$ cat src/rtl/pipeline_stall_ctrl_if.sv
// Hazard, branch and MEM-request signals exchanged between the pipeline and the stall/flush scheduler.
// The pipeline drives through the master modport. The scheduler receives through the slave modport.
interface pipeline_stall_ctrl_if;
    logic [3:0] id_src1;
    logic [3:0] id_src2;
    logic       id_two_src;
    logic       id_use_src1;
    logic [3:0] exe_dest;
    logic       exe_wb_en;
    logic       exe_mem_r_en;
    logic [3:0] mem_dest;
    logic       mem_wb_en;
    logic       fwd_en;
    logic       branch_taken;
    logic       mem_r_req;
    logic       mem_w_req;
    logic       hazard;
    logic       freeze_if;
    logic       freeze_pipe;
    logic       flush_if_id;
    logic       flush_id_exe;
    logic       mem_busy;
    logic       mem_done;

    modport slave (
        input  id_src1, id_src2, id_two_src, id_use_src1,
        input  exe_dest, exe_wb_en, exe_mem_r_en,
        input  mem_dest, mem_wb_en, fwd_en,
        input  branch_taken, mem_r_req, mem_w_req,
        output hazard, freeze_if, freeze_pipe,
        output flush_if_id, flush_id_exe, mem_busy, mem_done
    );

    modport master (
        output id_src1, id_src2, id_two_src, id_use_src1,
        output exe_dest, exe_wb_en, exe_mem_r_en,
        output mem_dest, mem_wb_en, fwd_en,
        output branch_taken, mem_r_req, mem_w_req,
        input  hazard, freeze_if, freeze_pipe,
        input  flush_if_id, flush_id_exe, mem_busy, mem_done
    );
endinterface

$ cat src/rtl/pipeline_stall_ctrl.sv
// Stall/flush scheduler for the 5-stage pipeline: RAW hazards, SRAM wait states and branch flushes.
// Optional macro STALL_PERF_CNT_EN adds saturating freeze/hazard cycle counters.
module pipeline_stall_ctrl #(
    parameter int SRAM_WAIT = 5
) (
    input  logic                   clk,
    input  logic                   rst,
    pipeline_stall_ctrl_if.slave   bus
`ifdef STALL_PERF_CNT_EN
    ,
    output logic [31:0]            perf_freeze_cycles,
    output logic [31:0]            perf_hazard_cycles
`endif
);

    typedef enum logic [1:0] {
        IDLE   = 2'd0,
        ACCESS = 2'd1,
        DONE   = 2'd2
    } state_t;

    localparam logic [3:0] WAIT_LOAD = 4'(SRAM_WAIT - 1);

    state_t     state_reg, state_next;
    logic [3:0] cnt_reg, cnt_next;
    logic       mem_busy_reg;
    logic       mem_req;
    logic       mem_freeze;
    logic       raw_hazard;
    logic [3:0] src_vec [2];
    logic [1:0] live_vec;
    logic [1:0] src_hazard;

    assign mem_req = bus.mem_r_req | bus.mem_w_req;

    always_ff @(posedge clk or negedge rst) begin
        if (!rst) begin
            state_reg    <= IDLE;
            cnt_reg      <= 4'd0;
            mem_busy_reg <= 1'b0;
        end else begin
            state_reg    <= state_next;
            cnt_reg      <= cnt_next;
            mem_busy_reg <= (state_next != IDLE);
        end
    end

    always_comb begin
        state_next = state_reg;
        cnt_next   = cnt_reg;
        mem_freeze = 1'b0;
        case (state_reg)
            IDLE: begin
                if (mem_req) begin
                    mem_freeze = 1'b1;
                    cnt_next   = WAIT_LOAD;
                    state_next = (SRAM_WAIT > 1) ? ACCESS : DONE;
                end
            end
            ACCESS: begin
                mem_freeze = 1'b1;
                cnt_next   = cnt_reg - 4'd1;
                if (cnt_reg == 4'd1) begin
                    state_next = DONE;
                end
            end
            DONE: begin
                // The completing instruction still holds its request; it must not restart an access.
                state_next = IDLE;
            end
            default: begin
                state_next = IDLE;
                cnt_next   = 4'd0;
            end
        endcase
    end

    assign src_vec[0] = bus.id_src1;
    assign src_vec[1] = bus.id_src2;
    assign live_vec   = {bus.id_two_src, bus.id_use_src1};

    // With forwarding only a load in EXE cannot supply its result in time.
    for (genvar gi = 0; gi < 2; gi++) begin : g_src
        assign src_hazard[gi] = live_vec[gi] & (bus.fwd_en
            ? (bus.exe_mem_r_en & (src_vec[gi] == bus.exe_dest))
            : ((bus.exe_wb_en & (src_vec[gi] == bus.exe_dest)) |
               (bus.mem_wb_en & (src_vec[gi] == bus.mem_dest))));
    end

    assign raw_hazard = |src_hazard;

    always_comb begin
        bus.hazard       = raw_hazard & ~mem_freeze;
        bus.freeze_pipe  = mem_freeze;
        bus.freeze_if    = mem_freeze | raw_hazard;
        // A branch held in EXE by a freeze re-asserts once the freeze drops.
        bus.flush_if_id  = bus.branch_taken & ~mem_freeze;
        bus.flush_id_exe = bus.branch_taken & ~mem_freeze;
        bus.mem_busy     = mem_busy_reg;
        bus.mem_done     = (state_reg == DONE);
    end

`ifdef STALL_PERF_CNT_EN
    logic [31:0] perf_freeze_reg;
    logic [31:0] perf_hazard_reg;

    always_ff @(posedge clk or negedge rst) begin
        if (!rst) begin
            perf_freeze_reg <= 32'd0;
            perf_hazard_reg <= 32'd0;
        end else begin
            if (mem_freeze && (perf_freeze_reg != 32'hFFFF_FFFF)) begin
                perf_freeze_reg <= perf_freeze_reg + 32'd1;
            end
            if (bus.hazard && (perf_hazard_reg != 32'hFFFF_FFFF)) begin
                perf_hazard_reg <= perf_hazard_reg + 32'd1;
            end
        end
    end

    assign perf_freeze_cycles = perf_freeze_reg;
    assign perf_hazard_cycles = perf_hazard_reg;
`endif

endmodule
$ cat src/flat_wrapper.sv
// flat-port wrapper written by rule: the top's interface ports become plain ports
module pipeline_stall_ctrl_flat 
#(
    parameter int SRAM_WAIT = 5
)
  (clk, rst, bus_id_src1, bus_id_src2, bus_id_two_src, bus_id_use_src1, bus_exe_dest, bus_exe_wb_en, bus_exe_mem_r_en, bus_mem_dest, bus_mem_wb_en, bus_fwd_en, bus_branch_taken, bus_mem_r_req, bus_mem_w_req, bus_hazard, bus_freeze_if, bus_freeze_pipe, bus_flush_if_id, bus_flush_id_exe, bus_mem_busy, bus_mem_done);
  pipeline_stall_ctrl_if bus_i ();
  input  logic clk;
  input  logic rst;
  input wire logic [$bits(bus_i.id_src1)-1:0] bus_id_src1;
  input wire logic [$bits(bus_i.id_src2)-1:0] bus_id_src2;
  input wire logic [$bits(bus_i.id_two_src)-1:0] bus_id_two_src;
  input wire logic [$bits(bus_i.id_use_src1)-1:0] bus_id_use_src1;
  input wire logic [$bits(bus_i.exe_dest)-1:0] bus_exe_dest;
  input wire logic [$bits(bus_i.exe_wb_en)-1:0] bus_exe_wb_en;
  input wire logic [$bits(bus_i.exe_mem_r_en)-1:0] bus_exe_mem_r_en;
  input wire logic [$bits(bus_i.mem_dest)-1:0] bus_mem_dest;
  input wire logic [$bits(bus_i.mem_wb_en)-1:0] bus_mem_wb_en;
  input wire logic [$bits(bus_i.fwd_en)-1:0] bus_fwd_en;
  input wire logic [$bits(bus_i.branch_taken)-1:0] bus_branch_taken;
  input wire logic [$bits(bus_i.mem_r_req)-1:0] bus_mem_r_req;
  input wire logic [$bits(bus_i.mem_w_req)-1:0] bus_mem_w_req;
  output wire logic [$bits(bus_i.hazard)-1:0] bus_hazard;
  output wire logic [$bits(bus_i.freeze_if)-1:0] bus_freeze_if;
  output wire logic [$bits(bus_i.freeze_pipe)-1:0] bus_freeze_pipe;
  output wire logic [$bits(bus_i.flush_if_id)-1:0] bus_flush_if_id;
  output wire logic [$bits(bus_i.flush_id_exe)-1:0] bus_flush_id_exe;
  output wire logic [$bits(bus_i.mem_busy)-1:0] bus_mem_busy;
  output wire logic [$bits(bus_i.mem_done)-1:0] bus_mem_done;
  assign bus_i.id_src1 = bus_id_src1;
  assign bus_i.id_src2 = bus_id_src2;
  assign bus_i.id_two_src = bus_id_two_src;
  assign bus_i.id_use_src1 = bus_id_use_src1;
  assign bus_i.exe_dest = bus_exe_dest;
  assign bus_i.exe_wb_en = bus_exe_wb_en;
  assign bus_i.exe_mem_r_en = bus_exe_mem_r_en;
  assign bus_i.mem_dest = bus_mem_dest;
  assign bus_i.mem_wb_en = bus_mem_wb_en;
  assign bus_i.fwd_en = bus_fwd_en;
  assign bus_i.branch_taken = bus_branch_taken;
  assign bus_i.mem_r_req = bus_mem_r_req;
  assign bus_i.mem_w_req = bus_mem_w_req;
  assign bus_hazard = bus_i.hazard;
  assign bus_freeze_if = bus_i.freeze_if;
  assign bus_freeze_pipe = bus_i.freeze_pipe;
  assign bus_flush_if_id = bus_i.flush_if_id;
  assign bus_flush_id_exe = bus_i.flush_id_exe;
  assign bus_mem_busy = bus_i.mem_busy;
  assign bus_mem_done = bus_i.mem_done;
  pipeline_stall_ctrl #(.SRAM_WAIT(SRAM_WAIT)) u_core (.clk(clk), .rst(rst), .bus(bus_i));
endmodule
$ cat config.mk
export PLATFORM = sky130hd
export DESIGN_NAME = pipeline_stall_ctrl_flat
export DESIGN_NICKNAME = d
export VERILOG_FILES = /design/src/rtl/pipeline_stall_ctrl_if.sv /design/src/rtl/pipeline_stall_ctrl.sv /design/src/flat_wrapper.sv
export SDC_FILE = /design/constraint.sdc
export NUM_CORES = 1
export LEC_CHECK = 0
export ABC_AREA = 0
export BUFFER_PORTS_ARGS = -buffer_cell sky130_fd_sc_hd__buf_2
export CORE_AREA = 2 2 41 43
export CTS_CLUSTER_SIZE = 24
export DETAILED_ROUTE_END_ITERATION = 8
export DIE_AREA = 0 0 43 45
export PLACE_DENSITY = 0.84
export SLEW_MARGIN = 5
export SYNTH_ARGS = -nofsm -noshare
export SYNTH_HDL_FRONTEND = slang
export SYNTH_SLANG_ARGS = --single-unit
$ cat constraint.sdc
create_clock -name clk -period 1.8 [get_ports clk]
set_input_delay 0.45 -clock clk [delete_from_list [all_inputs] [get_ports clk]]
set_output_delay 0.45 -clock clk [all_outputs]
set_load 0.01 [all_outputs]
==> impl_summary.log <==
[metrics] total power: a little over 800 uW
[metrics] floorplan die width: 43 um
[metrics] violation count after the first detailed-routing iteration: 11
[metrics] Crit path largest cell delay: between 0.3 and 0.4 ns
[metrics] Worst Max-Slew Pin Slew: approximately 0.27 ns
[metrics] failing checks: setup timing
[metrics] kind of critical path: in2out
[metrics] area added between synthesis and finish: 45.0%
[metrics] worst clock skew: around 0.0030 ns
[metrics] Max Cap Violations: 0
[metrics] global-route met2 utilization: between 30 and 40%
[metrics] number of buffers inserted during clock tree synthesis: 3
[metrics] clock transition time at the flip-flop clock pins of the worst setup and hold paths: around 0.05 ns
[metrics] cell internal pwr: roughly 500 uW
[metrics] most common flop cell mapped by yosys: sky130_fd_sc_hd__dfrtp_1
[metrics] combined global-route utilization of all metal layers: ~15%
[metrics] standard cell with the maximum stage delay on the critical path: sky130_fd_sc_hd__nor4_2
[metrics] most frequent cell after synthesis: sky130_fd_sc_hd__xor2_1
[metrics] final setup fails: 2
[metrics] Cell Chain, Critical Path: buf_8 > mux2i_4 > nor4_2 > a31oi_1 > a21oi_1 > buf_2
[metrics] Worst Hold Slack: between 0.015 and 0.02 ns
[metrics] part of the power in combinational logic: 47.7%
[metrics] maximum operating frequency: just over 0.5 GHz
[metrics] number of top-level pins: 34
[metrics] sequential power share: a little over a third
[metrics] Post-Route Utilization: a little under three fifths
[metrics] RSZ-0062 raised after global routing: true
[metrics] number of vias per cell after detailed routing: between 4 and 5
[metrics] CP Max Fanout: 2
[metrics] final setup TNS: -0.220 ns
[metrics] Core Footprint: ~1500 um2
[metrics] maximum VDD drop: 588 uV
[metrics] count of flip-flops with a built-in enable after synthesis: 0
[metrics] Yosys top cell area share: between 30% and 40%
[metrics] most heavily used metal layer in global routing: met2
[metrics] Syn. warnings: 0
[metrics] global-route wire length before repair: ~2.2 mm
[metrics] Final Wtd Congestion: approximately 0.8
[metrics] switching power: 315 uW
[metrics] share of post-route cells with drive strength above 1: around 41%
[metrics] portion of the clock cycle consumed by the worst path in the final layout: 107%
[metrics] final hold viol count: 0
[metrics] Die Span Y: 45 um
[metrics] R2R depth: 4
[metrics] Layout Nets: 134
[metrics] buffers added on ports: 33
[metrics] number of global-route vias before repair: roughly 590
[metrics] antenna cells: 0
[metrics] largest net degree at the start of global routing: 8
[metrics] number of search-and-repair iterations in the first detailed-routing pass: 4
[metrics] aggregate routed wire length: between 1 and 1.5 mm
[metrics] number of cells produced by synthesis: 66
[metrics] post-synthesis sequential area ratio: between 30 and 40%
[metrics] Period minus WS final: 1.93 ns
[metrics] largest area contributor in the netlist: sky130_fd_sc_hd__dfrtp_1
[metrics] number of library cell types mapped by synthesis: 22
[metrics] effective utilization at floorplan: roughly two fifths
[metrics] ANT nets after route: 0
[metrics] Max-slew headroom: 82.0%
[metrics] Power per Cell Area: between 900 and 1000 nW/um2
[metrics] status: finished, violations left
[metrics] cell family contributing the most delay on the critical path: simple AND/OR/NAND/NOR gates
[metrics] part of the total power dissipated in the clock network: between 15 and 20%
[metrics] number of logic stages on the critical path including buffering: 6
[metrics] Post-Syn Area: roughly 570 um2
[metrics] TritonCTS clock tree: yes
[metrics] met1 demand-to-capacity share in global routing: 15.7%
[metrics] Final Worst Setup Slack: -0.130 ns
[metrics] later-pin clock latency in the skew report: approximately 0.25 ns
[metrics] Clock Sink Count: 7
[metrics] antenna violations before repair: 0
[metrics] Routed wire per std cell: between 10 and 15 um
[metrics] remaining global-route overflow: 0
[metrics] total of flip-flops plus latches after synthesis: 7
[metrics] fraction of met3 tracks used by global routing: under 10%
[metrics] critical path launch point type: input port
[metrics] max FFs per register: 4
[metrics] Required @ worst endpoint: 1.35 ns
[metrics] H-tree level count: 1
[metrics] DR vias: between 500 and 600
[metrics] post-route DRC violation count: 0
[metrics] critical path endpoint category: output pin
[metrics] CP bufs+invs: 2
[metrics] CTS Root Buffer Type: sky130_fd_sc_hd__clkbuf_4
[metrics] async set-or-reset flop fraction in the synthesized netlist: 100%
[metrics] switching fraction of total power: between 30 and 40%
[metrics] maximum root-to-sink buffer count: 2
[metrics] Min-Delay Path Class: in2async
[metrics] fill cell total of the finished layout: 140
[metrics] nets in the synthesized netlist: 95
[metrics] row count: 14
[metrics] top cells by instance count after synthesis: sky130_fd_sc_hd__xor2_1 (12), sky130_fd_sc_hd__dfrtp_1 (7), sky130_fd_sc_hd__nor2_1 (6)
[metrics] sum of net half-perimeters after detailed placement: approximately 1.1 mm
[metrics] max-slew violations: 0
[metrics] P_leak: 0.000390 uW
[metrics] Mean Syn Cell Area: 8.64 um2
[metrics] top cells by area, synth: sky130_fd_sc_hd__dfrtp_1 (31%), sky130_fd_sc_hd__xor2_1 (18%), sky130_fd_sc_hd__xnor2_1 (7.7%), sky130_fd_sc_hd__ha_1 (4.4%), sky130_fd_sc_hd__nor2_1 (3.9%)
[metrics] arrival time of the worst setup path: between 1 and 1.5 ns
[metrics] overall die area: slightly below 2000 um2
-- placed cells by master (no fill, tap or decap) --
master / n
sky130_fd_sc_hd__nor4_2: 2
sky130_fd_sc_hd__xor2_1: 12
sky130_fd_sc_hd__dfrtp_1: 7
sky130_fd_sc_hd__nand2b_1: 1
sky130_fd_sc_hd__nand2_1: 4
sky130_fd_sc_hd__a21oi_1: 1
sky130_fd_sc_hd__nor4_1: 2
sky130_fd_sc_hd__buf_2: 31
sky130_fd_sc_hd__buf_4: 2
sky130_fd_sc_hd__nor2_1: 6
sky130_fd_sc_hd__buf_6: 1
sky130_fd_sc_hd__ha_1: 2
sky130_fd_sc_hd__and2_1: 1
sky130_fd_sc_hd__clkbuf_1: 1
sky130_fd_sc_hd__clkbuf_4: 3
sky130_fd_sc_hd__a31oi_1: 3
sky130_fd_sc_hd__and2b_2: 1
sky130_fd_sc_hd__buf_8: 1
sky130_fd_sc_hd__or2_4: 1
sky130_fd_sc_hd__inv_1: 4
sky130_fd_sc_hd__mux2i_1: 1
sky130_fd_sc_hd__nor3_1: 2
sky130_fd_sc_hd__nand3_1: 3
sky130_fd_sc_hd__xnor2_1: 5
sky130_fd_sc_hd__o21ai_0: 3
sky130_fd_sc_hd__o22ai_1: 1
sky130_fd_sc_hd__mux2i_4: 1
sky130_fd_sc_hd__nor2b_1: 2
-- kinds of logic (layout without fill, tap and decap cells) --
kind of cell,count (synthesis),in the layout,share of synthesized area [%]
compound gates,8,8,7.89
xor+xnor,17,17,26.1
fa+ha+maj,2,2,4.39
buf+inv,5,43,3.95
flops,7,7,30.7
mux,2,2,3.51
simple gates,25,25,23.5
-- layout make-up --
cell class              count  area (um2)  area share [%]
repair buffers             35         196            23.8
clock buffers               4        26.3            3.18
inverters                   4        15.0            1.82
well taps                  16        20.0            2.42
multi-input cells          54         394            47.7
flip-flops and latches      7         175            21.2
-- through the flow --
stage	std cells	instance area, um2	setup WS, ns
floorplan	66	571	0.159
global placement	115	756	-0.0837
detailed placement	115	756	-0.213
CTS	120	818	-0.133
global route	120	827	-0.155
finish	120	827	-0.130
-- routing by layer --
metal | wire length (um) | vias up | share of wire, %
li1 | - | 302 | -
met1 | 497 | 262 | 38
met2 | 704 | 35 | 53
met3 | 123 | 0 | 9.3
met4 | 0 | 0 | 0
met5 | 0 | - | 0
-- worst paths after layout --
path / start / slack [ns] / end
worst max-delay path: bus_fwd_en / -0.13 / bus_hazard
worst min-delay path: rst / 0.02 / u_core.cnt_reg[2]$_DFFE_PN0P_
worst max register to register: u_core.cnt_reg[0]$_DFFE_PN0P_ / 0.75 / u_core.cnt_reg[2]$_DFFE_PN0P_
worst min register to register: u_core.state_reg[1]$_DFF_PN0_ / 0.53 / u_core.cnt_reg[2]$_DFFE_PN0P_
max in group asynchronous: rst / 1.63 / u_core.state_reg[1]$_DFF_PN0_
min in group clk: u_core.state_reg[1]$_DFF_PN0_ / 0.53 / u_core.cnt_reg[2]$_DFFE_PN0P_
-- worst register-to-register path, delay by kind of cell (launching register included) --
kind,cells,cell delay (ns)
AO/OA/AOI/OAI,1,0.09
multiplexers,1,0.19
buffers and inverters,1,0.07
flip-flops,1,0.41
adder cells (fa/ha/maj),1,0.18
-- power groups by stage --
stage	Sequential [uW]	Combinational (uW)	Clock, uW
detailed placement	294	363	0
CTS	287	390	147
global route	302	439	153
floorplan	285	238	0
finish	288	390	140
global placement	293	344	0
-- what timing repair did --
item                       4_1_cts  5_1_grt
setup endpoints to repair        4        4
gates resized for setup          6        2
hold buffers                     0        0
pin swaps                        2        2
setup buffers                    1        0
Note: power is estimated with default switching activity, not from simulation.
